**config.mk**
```make
export PLATFORM = sky130hd
export DESIGN_NAME = uart_reg_alu_system
export DESIGN_NICKNAME = d
export VERILOG_FILES = /design/src/rtl/uart_reg_alu_system_pkg.sv /design/src/rtl/uart_reg_alu_system_rx.sv /design/src/rtl/uart_reg_alu_system.sv
export SDC_FILE = /design/constraint.sdc
export NUM_CORES = 1
export LEC_CHECK = 0
export ABC_CLOCK_PERIOD_IN_PS = 33500
export CAP_MARGIN = 30
export CORE_AREA = 8 8 196 198
export DETAILED_ROUTE_END_ITERATION = 10
export DIE_AREA = 0 0 204 206
export PLACE_DENSITY = 0.78
export SETUP_SLACK_MARGIN = 0.2
export SLEW_MARGIN = 20
export SYNTH_ARGS = -nofsm -noshare
export SYNTH_HDL_FRONTEND = slang
export SYNTH_SLANG_ARGS = --single-unit
```
**constraint.sdc**
```tcl
create_clock -name reference_clk -period 33.5 [get_ports reference_clk]
set_input_delay 10.05 -clock reference_clk [delete_from_list [all_inputs] [get_ports reference_clk]]
set_output_delay 10.05 -clock reference_clk [all_outputs]
set_load 0.01 [all_outputs]
```
**src/rtl/uart_reg_alu_system_pkg.sv**
```systemverilog
// Shared types for the UART register/ALU system: command codes, ALU functions and FSM states.
package uart_reg_alu_system_pkg;

  typedef enum logic [7:0] {
    CMD_WRITE = 8'hAA,
    CMD_READ  = 8'hBB,
    CMD_OP    = 8'hCC,
    CMD_FUNC  = 8'hDD
  } cmd_e;

  typedef enum logic [3:0] {
    ALU_ADD  = 4'h0,
    ALU_SUB  = 4'h1,
    ALU_MUL  = 4'h2,
    ALU_DIV  = 4'h3,
    ALU_AND  = 4'h4,
    ALU_OR   = 4'h5,
    ALU_NAND = 4'h6,
    ALU_NOR  = 4'h7,
    ALU_XOR  = 4'h8,
    ALU_XNOR = 4'h9,
    ALU_EQ   = 4'hA,
    ALU_GT   = 4'hB,
    ALU_LT   = 4'hC,
    ALU_SHR  = 4'hD,
    ALU_SHL  = 4'hE,
    ALU_ZERO = 4'hF
  } alu_func_e;

  typedef enum logic [2:0] {
    ST_IDLE,
    ST_WR_ADDR,
    ST_WR_DATA,
    ST_RD_ADDR,
    ST_OP_A,
    ST_OP_B,
    ST_FUNC
  } cmd_state_e;

  typedef enum logic [2:0] {
    RX_IDLE,
    RX_START,
    RX_DATA,
    RX_PARITY,
    RX_STOP
  } rx_state_e;

endpackage

```
**src/rtl/uart_reg_alu_system_rx.sv**
```systemverilog
// UART receiver: input synchroniser, start-edge detect, mid-bit sampler, even-parity and stop checks.
module uart_reg_alu_system_rx
  import uart_reg_alu_system_pkg::*;
#(
  parameter int DATA_WIDTH               = 8,
  parameter int SYNCHRONIZER_STAGE_COUNT = 2,
  parameter int PRESCALE                 = 8
) (
  input  logic                  i_clk,
  input  logic                  i_rst_n,
  input  logic                  i_serial,
  output logic [DATA_WIDTH-1:0] o_data,
  output logic                  o_valid,
  output logic                  o_parity_error,
  output logic                  o_frame_error
);

  localparam int CW = $clog2(PRESCALE);
  localparam int BW = $clog2(DATA_WIDTH);
  localparam logic [CW-1:0] MID_CYC  = CW'(PRESCALE / 2);
  localparam logic [CW-1:0] LAST_CYC = CW'(PRESCALE - 1);
  localparam logic [BW-1:0] LAST_BIT = BW'(DATA_WIDTH - 1);

  logic [SYNCHRONIZER_STAGE_COUNT-1:0] r_sync;
  logic                  r_prev;
  rx_state_e             r_state, w_next;
  logic [CW-1:0]         r_cnt;
  logic [BW-1:0]         r_bit;
  logic [DATA_WIDTH-1:0] r_shift;
  logic                  r_par;
  logic                  w_line, w_mid, w_end, w_parity_ok;

  assign w_line      = r_sync[SYNCHRONIZER_STAGE_COUNT-1];
  assign w_mid       = (r_cnt == MID_CYC);
  assign w_end       = (r_cnt == LAST_CYC);
  assign w_parity_ok = ~(^r_shift ^ r_par);

  always_comb begin
    w_next = r_state;
    unique case (r_state)
      RX_IDLE:   if (r_prev && !w_line) w_next = RX_START;
      RX_START:  if (w_mid && w_line) w_next = RX_IDLE;
                 else if (w_end)      w_next = RX_DATA;
      RX_DATA:   if (w_end && r_bit == LAST_BIT) w_next = RX_PARITY;
      RX_PARITY: if (w_end) w_next = RX_STOP;
      RX_STOP:   if (w_mid) w_next = RX_IDLE;
      default:   w_next = RX_IDLE;
    endcase
  end

  // The edge-detect cycle counts as cycle 0 of the start bit, so the counter enters START at 1.
  always_ff @(posedge i_clk or negedge i_rst_n) begin
    if (!i_rst_n) begin
      r_sync         <= '1;
      r_prev         <= 1'b1;
      r_state        <= RX_IDLE;
      r_cnt          <= '0;
      r_bit          <= '0;
      r_shift        <= '0;
      r_par          <= 1'b0;
      o_data         <= '0;
      o_valid        <= 1'b0;
      o_parity_error <= 1'b0;
      o_frame_error  <= 1'b0;
    end else begin
      r_sync         <= {r_sync[SYNCHRONIZER_STAGE_COUNT-2:0], i_serial};
      r_prev         <= w_line;
      r_state        <= w_next;
      o_valid        <= 1'b0;
      o_parity_error <= 1'b0;
      o_frame_error  <= 1'b0;
      if (r_state == RX_IDLE) r_cnt <= CW'(1);
      else                    r_cnt <= w_end ? '0 : r_cnt + 1'b1;
      if (r_state == RX_START) r_bit <= '0;
      if (r_state == RX_DATA && w_mid) r_shift <= {w_line, r_shift[DATA_WIDTH-1:1]};
      if (r_state == RX_DATA && w_end) r_bit <= r_bit + 1'b1;
      if (r_state == RX_PARITY && w_mid) r_par <= w_line;
      if (r_state == RX_STOP && w_mid) begin
        o_data         <= r_shift;
        o_valid        <= w_line && w_parity_ok;
        o_parity_error <= ~w_parity_ok;
        o_frame_error  <= ~w_line;
      end
    end
  end

endmodule

```
**src/rtl/uart_reg_alu_system.sv**
```systemverilog
// UART-controlled register file and ALU: decodes command frames, replies over a serial TX line.
module uart_reg_alu_system
  import uart_reg_alu_system_pkg::*;
#(
  parameter int DATA_WIDTH               = 8,
  parameter int REGISTER_FILE_DEPTH      = 16,
  parameter int SYNCHRONIZER_STAGE_COUNT = 2,
  parameter int PRESCALE                 = 8
) (
  input  logic reference_clk,
  input  logic reset,
  input  logic serial_data_in,
  output logic serial_data_out,
  output logic parity_error,
  output logic frame_error
);

  localparam int RW  = 2 * DATA_WIDTH;
  localparam int AW  = $clog2(REGISTER_FILE_DEPTH);
  localparam int CW  = $clog2(PRESCALE);
  localparam int TBW = $clog2(DATA_WIDTH + 3);
  localparam logic [CW-1:0]  LAST_CYC = CW'(PRESCALE - 1);
  localparam logic [TBW-1:0] LAST_BIT = TBW'(DATA_WIDTH + 2);

  logic [DATA_WIDTH-1:0] w_rx_data;
  logic                  w_rx_valid;

  uart_reg_alu_system_rx #(
    .DATA_WIDTH              (DATA_WIDTH),
    .SYNCHRONIZER_STAGE_COUNT(SYNCHRONIZER_STAGE_COUNT),
    .PRESCALE                (PRESCALE)
  ) u_rx (
    .i_clk         (reference_clk),
    .i_rst_n       (reset),
    .i_serial      (serial_data_in),
    .o_data        (w_rx_data),
    .o_valid       (w_rx_valid),
    .o_parity_error(parity_error),
    .o_frame_error (frame_error)
  );

  logic [DATA_WIDTH-1:0] r_regs [REGISTER_FILE_DEPTH];
  cmd_state_e            r_state, w_next;
  logic [AW-1:0]         r_addr;

  logic                  w_wr_en, w_addr_load, w_reply_req, w_reply_two;
  logic [AW-1:0]         w_wr_addr;
  logic [DATA_WIDTH-1:0] w_wr_data;
  logic [RW-1:0]         w_reply_data, w_alu_a, w_alu_b, w_alu_res;
  alu_func_e             w_func;

  assign w_alu_a = {{DATA_WIDTH{1'b0}}, r_regs[0]};
  assign w_alu_b = {{DATA_WIDTH{1'b0}}, r_regs[1]};
  assign w_func  = alu_func_e'(w_rx_data[3:0]);

  always_comb begin
    w_alu_res = '0;
    unique case (w_func)
      ALU_ADD:  w_alu_res = w_alu_a + w_alu_b;
      ALU_SUB:  w_alu_res = w_alu_a - w_alu_b;
      ALU_MUL:  w_alu_res = w_alu_a * w_alu_b;
      ALU_DIV:  w_alu_res = (w_alu_b == '0) ? '0 : w_alu_a / w_alu_b;
      ALU_AND:  w_alu_res = w_alu_a & w_alu_b;
      ALU_OR:   w_alu_res = w_alu_a | w_alu_b;
      ALU_NAND: w_alu_res = ~(w_alu_a & w_alu_b);
      ALU_NOR:  w_alu_res = ~(w_alu_a | w_alu_b);
      ALU_XOR:  w_alu_res = w_alu_a ^ w_alu_b;
      ALU_XNOR: w_alu_res = ~(w_alu_a ^ w_alu_b);
      ALU_EQ:   w_alu_res = {{(RW-1){1'b0}}, w_alu_a == w_alu_b};
      ALU_GT:   w_alu_res = {{(RW-1){1'b0}}, w_alu_a > w_alu_b};
      ALU_LT:   w_alu_res = {{(RW-1){1'b0}}, w_alu_a < w_alu_b};
      ALU_SHR:  w_alu_res = w_alu_a >> 1;
      ALU_SHL:  w_alu_res = w_alu_a << 1;
      default:  w_alu_res = '0;
    endcase
  end

  // CC writes its operands as they arrive, so CC and DD share the FUNC state.
  always_comb begin
    w_next       = r_state;
    w_wr_en      = 1'b0;
    w_wr_addr    = '0;
    w_wr_data    = w_rx_data;
    w_addr_load  = 1'b0;
    w_reply_req  = 1'b0;
    w_reply_two  = 1'b0;
    w_reply_data = '0;
    if (w_rx_valid) begin
      unique case (r_state)
        ST_IDLE: begin
          case (w_rx_data)
            CMD_WRITE: w_next = ST_WR_ADDR;
            CMD_READ:  w_next = ST_RD_ADDR;
            CMD_OP:    w_next = ST_OP_A;
            CMD_FUNC:  w_next = ST_FUNC;
            default:   w_next = ST_IDLE;
          endcase
        end
        ST_WR_ADDR: begin
          w_addr_load = 1'b1;
          w_next      = ST_WR_DATA;
        end
        ST_WR_DATA: begin
          w_wr_en   = 1'b1;
          w_wr_addr = r_addr;
          w_next    = ST_IDLE;
        end
        ST_RD_ADDR: begin
          w_reply_req  = 1'b1;
          w_reply_data = {{DATA_WIDTH{1'b0}}, r_regs[w_rx_data[AW-1:0]]};
          w_next       = ST_IDLE;
        end
        ST_OP_A: begin
          w_wr_en   = 1'b1;
          w_wr_addr = AW'(0);
          w_next    = ST_OP_B;
        end
        ST_OP_B: begin
          w_wr_en   = 1'b1;
          w_wr_addr = AW'(1);
          w_next    = ST_FUNC;
        end
        ST_FUNC: begin
          w_reply_req  = 1'b1;
          w_reply_two  = 1'b1;
          w_reply_data = w_alu_res;
          w_next       = ST_IDLE;
        end
        default: w_next = ST_IDLE;
      endcase
    end
  end

  always_ff @(posedge reference_clk or negedge reset) begin
    if (!reset) begin
      r_state <= ST_IDLE;
      r_addr  <= '0;
      for (int unsigned i = 0; i < REGISTER_FILE_DEPTH; i++) r_regs[i] <= '0;
    end else begin
      r_state <= w_next;
      if (w_addr_load) r_addr <= w_rx_data[AW-1:0];
      if (w_wr_en)     r_regs[w_wr_addr] <= w_wr_data;
    end
  end

  logic                  r_tx_busy, r_tx_line;
  logic [DATA_WIDTH+1:0] r_tx_shift;
  logic [CW-1:0]         r_tx_cyc;
  logic [TBW-1:0]        r_tx_bit;
  logic [1:0]            r_cur_left;
  logic [RW-1:0]         r_cur_data, r_pend_data;
  logic                  r_pend_valid, r_pend_two;
  logic                  w_cur_idle;

  assign serial_data_out = r_tx_line;
  // A reply stays "current" until its last frame's stop bit ends; only then may the pending one follow.
  assign w_cur_idle = (r_cur_left == 2'd0) && !r_tx_busy;

  always_ff @(posedge reference_clk or negedge reset) begin
    if (!reset) begin
      r_tx_busy    <= 1'b0;
      r_tx_line    <= 1'b1;
      r_tx_shift   <= '1;
      r_tx_cyc     <= '0;
      r_tx_bit     <= '0;
      r_cur_left   <= 2'd0;
      r_cur_data   <= '0;
      r_pend_valid <= 1'b0;
      r_pend_two   <= 1'b0;
      r_pend_data  <= '0;
    end else begin
      if (w_cur_idle && r_pend_valid) begin
        r_cur_data   <= r_pend_data;
        r_cur_left   <= r_pend_two ? 2'd2 : 2'd1;
        r_pend_valid <= 1'b0;
      end
      if (w_reply_req) begin
        if (w_cur_idle && !r_pend_valid) begin
          r_cur_data <= w_reply_data;
          r_cur_left <= w_reply_two ? 2'd2 : 2'd1;
        end else if (!r_pend_valid || w_cur_idle) begin
          r_pend_data  <= w_reply_data;
          r_pend_two   <= w_reply_two;
          r_pend_valid <= 1'b1;
        end
      end
      if (!r_tx_busy && r_cur_left != 2'd0) begin
        r_tx_busy  <= 1'b1;
        r_tx_line  <= 1'b0;
        r_tx_shift <= {1'b1, ^r_cur_data[DATA_WIDTH-1:0], r_cur_data[DATA_WIDTH-1:0]};
        r_tx_cyc   <= '0;
        r_tx_bit   <= '0;
        r_cur_data <= r_cur_data >> DATA_WIDTH;
        r_cur_left <= r_cur_left - 2'd1;
      end else if (r_tx_busy) begin
        if (r_tx_cyc == LAST_CYC) begin
          r_tx_cyc <= '0;
          if (r_tx_bit == LAST_BIT) begin
            r_tx_busy <= 1'b0;
            r_tx_line <= 1'b1;
          end else begin
            r_tx_line  <= r_tx_shift[0];
            r_tx_shift <= {1'b1, r_tx_shift[DATA_WIDTH+1:1]};
            r_tx_bit   <= r_tx_bit + 1'b1;
          end
        end else begin
          r_tx_cyc <= r_tx_cyc + 1'b1;
        end
      end
    end
  end

endmodule

```
==> run metrics <==
Root Buffer Master clkbuf_16; post-layout util 0.5855; CP max stage cell dfrtp_1; htree depth 1; area delta synth->final 7.333%; Worst-path clk slew 0.06 ns; area share of the largest cell type after synthesis 0.2709; crit path DAT approximately 31 ns; measured slew at the worst slew-check pin 0.9218 ns; Yosys warning count 0; DIE AREA 42020 um2; Avg WL per Cell 20.54 um; synthesized flop and latch total between 200 and 250; largest family of logic cells by synthesized area compound AO/OA/AOI/OAI gates; total length of routed wires 50.98 mm; smallest setup slack after layout 2.645 ns; Residual DRC 0; buffer levels on the longest clock path 3; die width around 200 um; Post-DP Area 19730 um2; cells after synthesis 2027; HPWL Detailed 36.53 mm; share of post-route cells with drive strength above 1 0.1766; Iteration-0 DRC Markers 1431; Final min period 30.85 ns; drt pass-1 iters 6; TritonCTS Buffers 24; critical path startpoint category flip-flop; most frequent cells in the layout dfrtp_1, nand2_1, ha_1; sequential element share of the synthesized area 0.2887; first-pass GRT wire length 83.12 mm; Starting Density 0.5455; post-synthesis adder-cell area fraction 0.1516; Post-synth EDFFs 0; Synth Area in Compound Gates 0.1834; GR Util All Layers 0.2395; Setup Skew 0.01992 ns; clk sinks 221; number of distinct library cells after synthesis roughly 110; fraction of registers with async set/reset 1.000; Crit Path Max Fanout 12; Nets about 2200; relative slew slack 0.3848; Row Count 69; antenna-violating nets left 0; highest clock rate ~32 MHz; Syn Area/Cell 9.479 um2; outcome completed; routed via count 16000; Largest stage delay, worst path 0.64 ns; CP Class flip-flop to flip-flop; CTS tree yes; pre-CTS WS 1.653 ns; global route overflow 0; Clock Latency Late Sink approximately 0.53 ns; top_reg_cell synth dfrtp_1; RD Place Congestion between 0.9 and 1; Synth area leaders dfrtp_1, ha_1, mux2_2; cell mode on critical path o21a_1; Crit path required time 33.88 ns; HP Class flip-flop to flip-flop; Worst setup EP type flip-flop; Setup TNS Final 0 ns; Die Height 206 um; Core Area 35220 um2; Pins Over Slew Limit 0; commonest non-fill, non-tap cell in the layout dfrtp_1; Setup Viol. Count Final 0; Max-Cap Viols 0; post-synthesis mux area share 0.1560; Design Area, Final 20620 um2; pin count of the biggest net entering global routing 91; RSZ-0062 raised after global routing false; Final Cycle Share 0.9210; vias in the first global route between 15000 and 20000; Synth area leader dfrtp_1; number of antenna violations at the first check in global routing 1; # IOs 6; Port Buffers 5; # fillers between 2000 and 3000; Final Hold Fails 0; simple-gate area share of the yosys netlist 0.1466; Via density roughly 6.4; xor-xnor portion of the synthesized cell area 0.03237; Antenna Diode Count 0; synthesized cell area 19210 um2
-- path summary, 6_finish.rpt --
path / startpoint / to / slack, ns / cells past startpoint
max: r_regs[113] / r_pend_data[0] / 2.65 / 133
min in group asynchronous: reset / r_regs[9] / 9.51 / 1
min: u_rx.r_sync[0] / u_rx.r_sync[1] / 0.36 / 0
min reg2reg: u_rx.r_sync[0] / u_rx.r_sync[1] / 0.36 / 0
max in group asynchronous: reset / u_rx.o_data[0] / 22.59 / 2
max reg2reg: r_regs[113] / r_pend_data[0] / 2.65 / 133
-- layout make-up --
| type | instances | area, um2 | area share |
|---|---|---|---|
| flip-flops and latches | 221 | 5554 | 0.2693 |
| multi-input cells | 1608 | 12940 | 0.6277 |
| clock buffers | 28 | 645.6 | 0.03131 |
| clock inverters | 14 | 177.7 | 0.008615 |
| inverters | 111 | 416.7 | 0.02020 |
| repair buffers | 39 | 307.8 | 0.01493 |
| well taps | 461 | 576.8 | 0.02797 |
-- kinds of logic after synthesis --
family / Yosys count
buf+inv: 205
fa+ha+maj: 210
simple gates: 593
other cells: 1
flops: 221
xor+xnor: 71
compound gates: 498
mux: 228
-- worst max-delay path, delay by kind of cell, from the launching register on --
kind	cells	cell delay (ns)
AOI/OAI and AO/OA	80	17.80
and+or+nand+nor	30	5.57
adders and majority gates	15	4.47
muxes	5	1.69
DFF	1	0.64
buffers and inverters	3	0.49
-- layer usage --
| layer | part of all wire | GRT usage | vias to the layer above |
|---|---|---|---|
| li1 | - | - | 7394 |
| met1 | 0.43 | 0.3204 | 7836 |
| met2 | 0.47 | 0.4036 | 658 |
| met3 | 0.067 | 0.02445 | 116 |
| met4 | 0.030 | 0.08048 | 0 |
| met5 | 0 | 0 | - |
-- synthesized netlist by cell type, drive strengths merged, types with 19 or more instances --
cell type  instances
dfrtp            208
nand2            201
ha               172
mux2             168
nor2             158
inv              109
o21ai            109
a21oi             94
clkbuf            79
nor3              55
xnor2             51
nand3             49
o21a              41
mux4              40
fa                38
a21o              35
o31ai             25
nand2b            21
a211oi            20
mux2i             20
xor2              20
nor2b             19
-- what timing repair did --
action | in CTS | in global routing
buffers inserted | 0 | 3
resized for setup | 0 | 12
endpoints found under the setup margin | 0 | 2
hold buffers | 0 | 0
-- sequential cells by signal, indices dropped and copies added, names as in the netlist, 3 cells and up --
| name | cells |
|---|---|
| r_regs | 128 |
| r_cur_data | 16 |
| u_rx.o_data | 8 |
| u_rx.r_bit | 3 |
| r_state | 3 |
| r_tx_shift | 9 |
| u_rx.r_cnt | 3 |
| r_pend_data | 16 |
| r_tx_cyc | 3 |
| r_addr | 4 |
| r_tx_bit | 4 |
| u_rx.r_shift | 8 |
| u_rx.r_state | 3 |
-- stage by stage --
step	hold slack (ns)	instances
CTS	0.3565	2478
global placement	0.3472	2435
finish	0.3558	2482
detailed placement	0.3485	2436
floorplan	0.3452	2034
global route	0.3571	2482
Power is left out: the tool's default activity adds up to more than one toggle a clock period on the data nets, which glitch-free logic cannot reach.
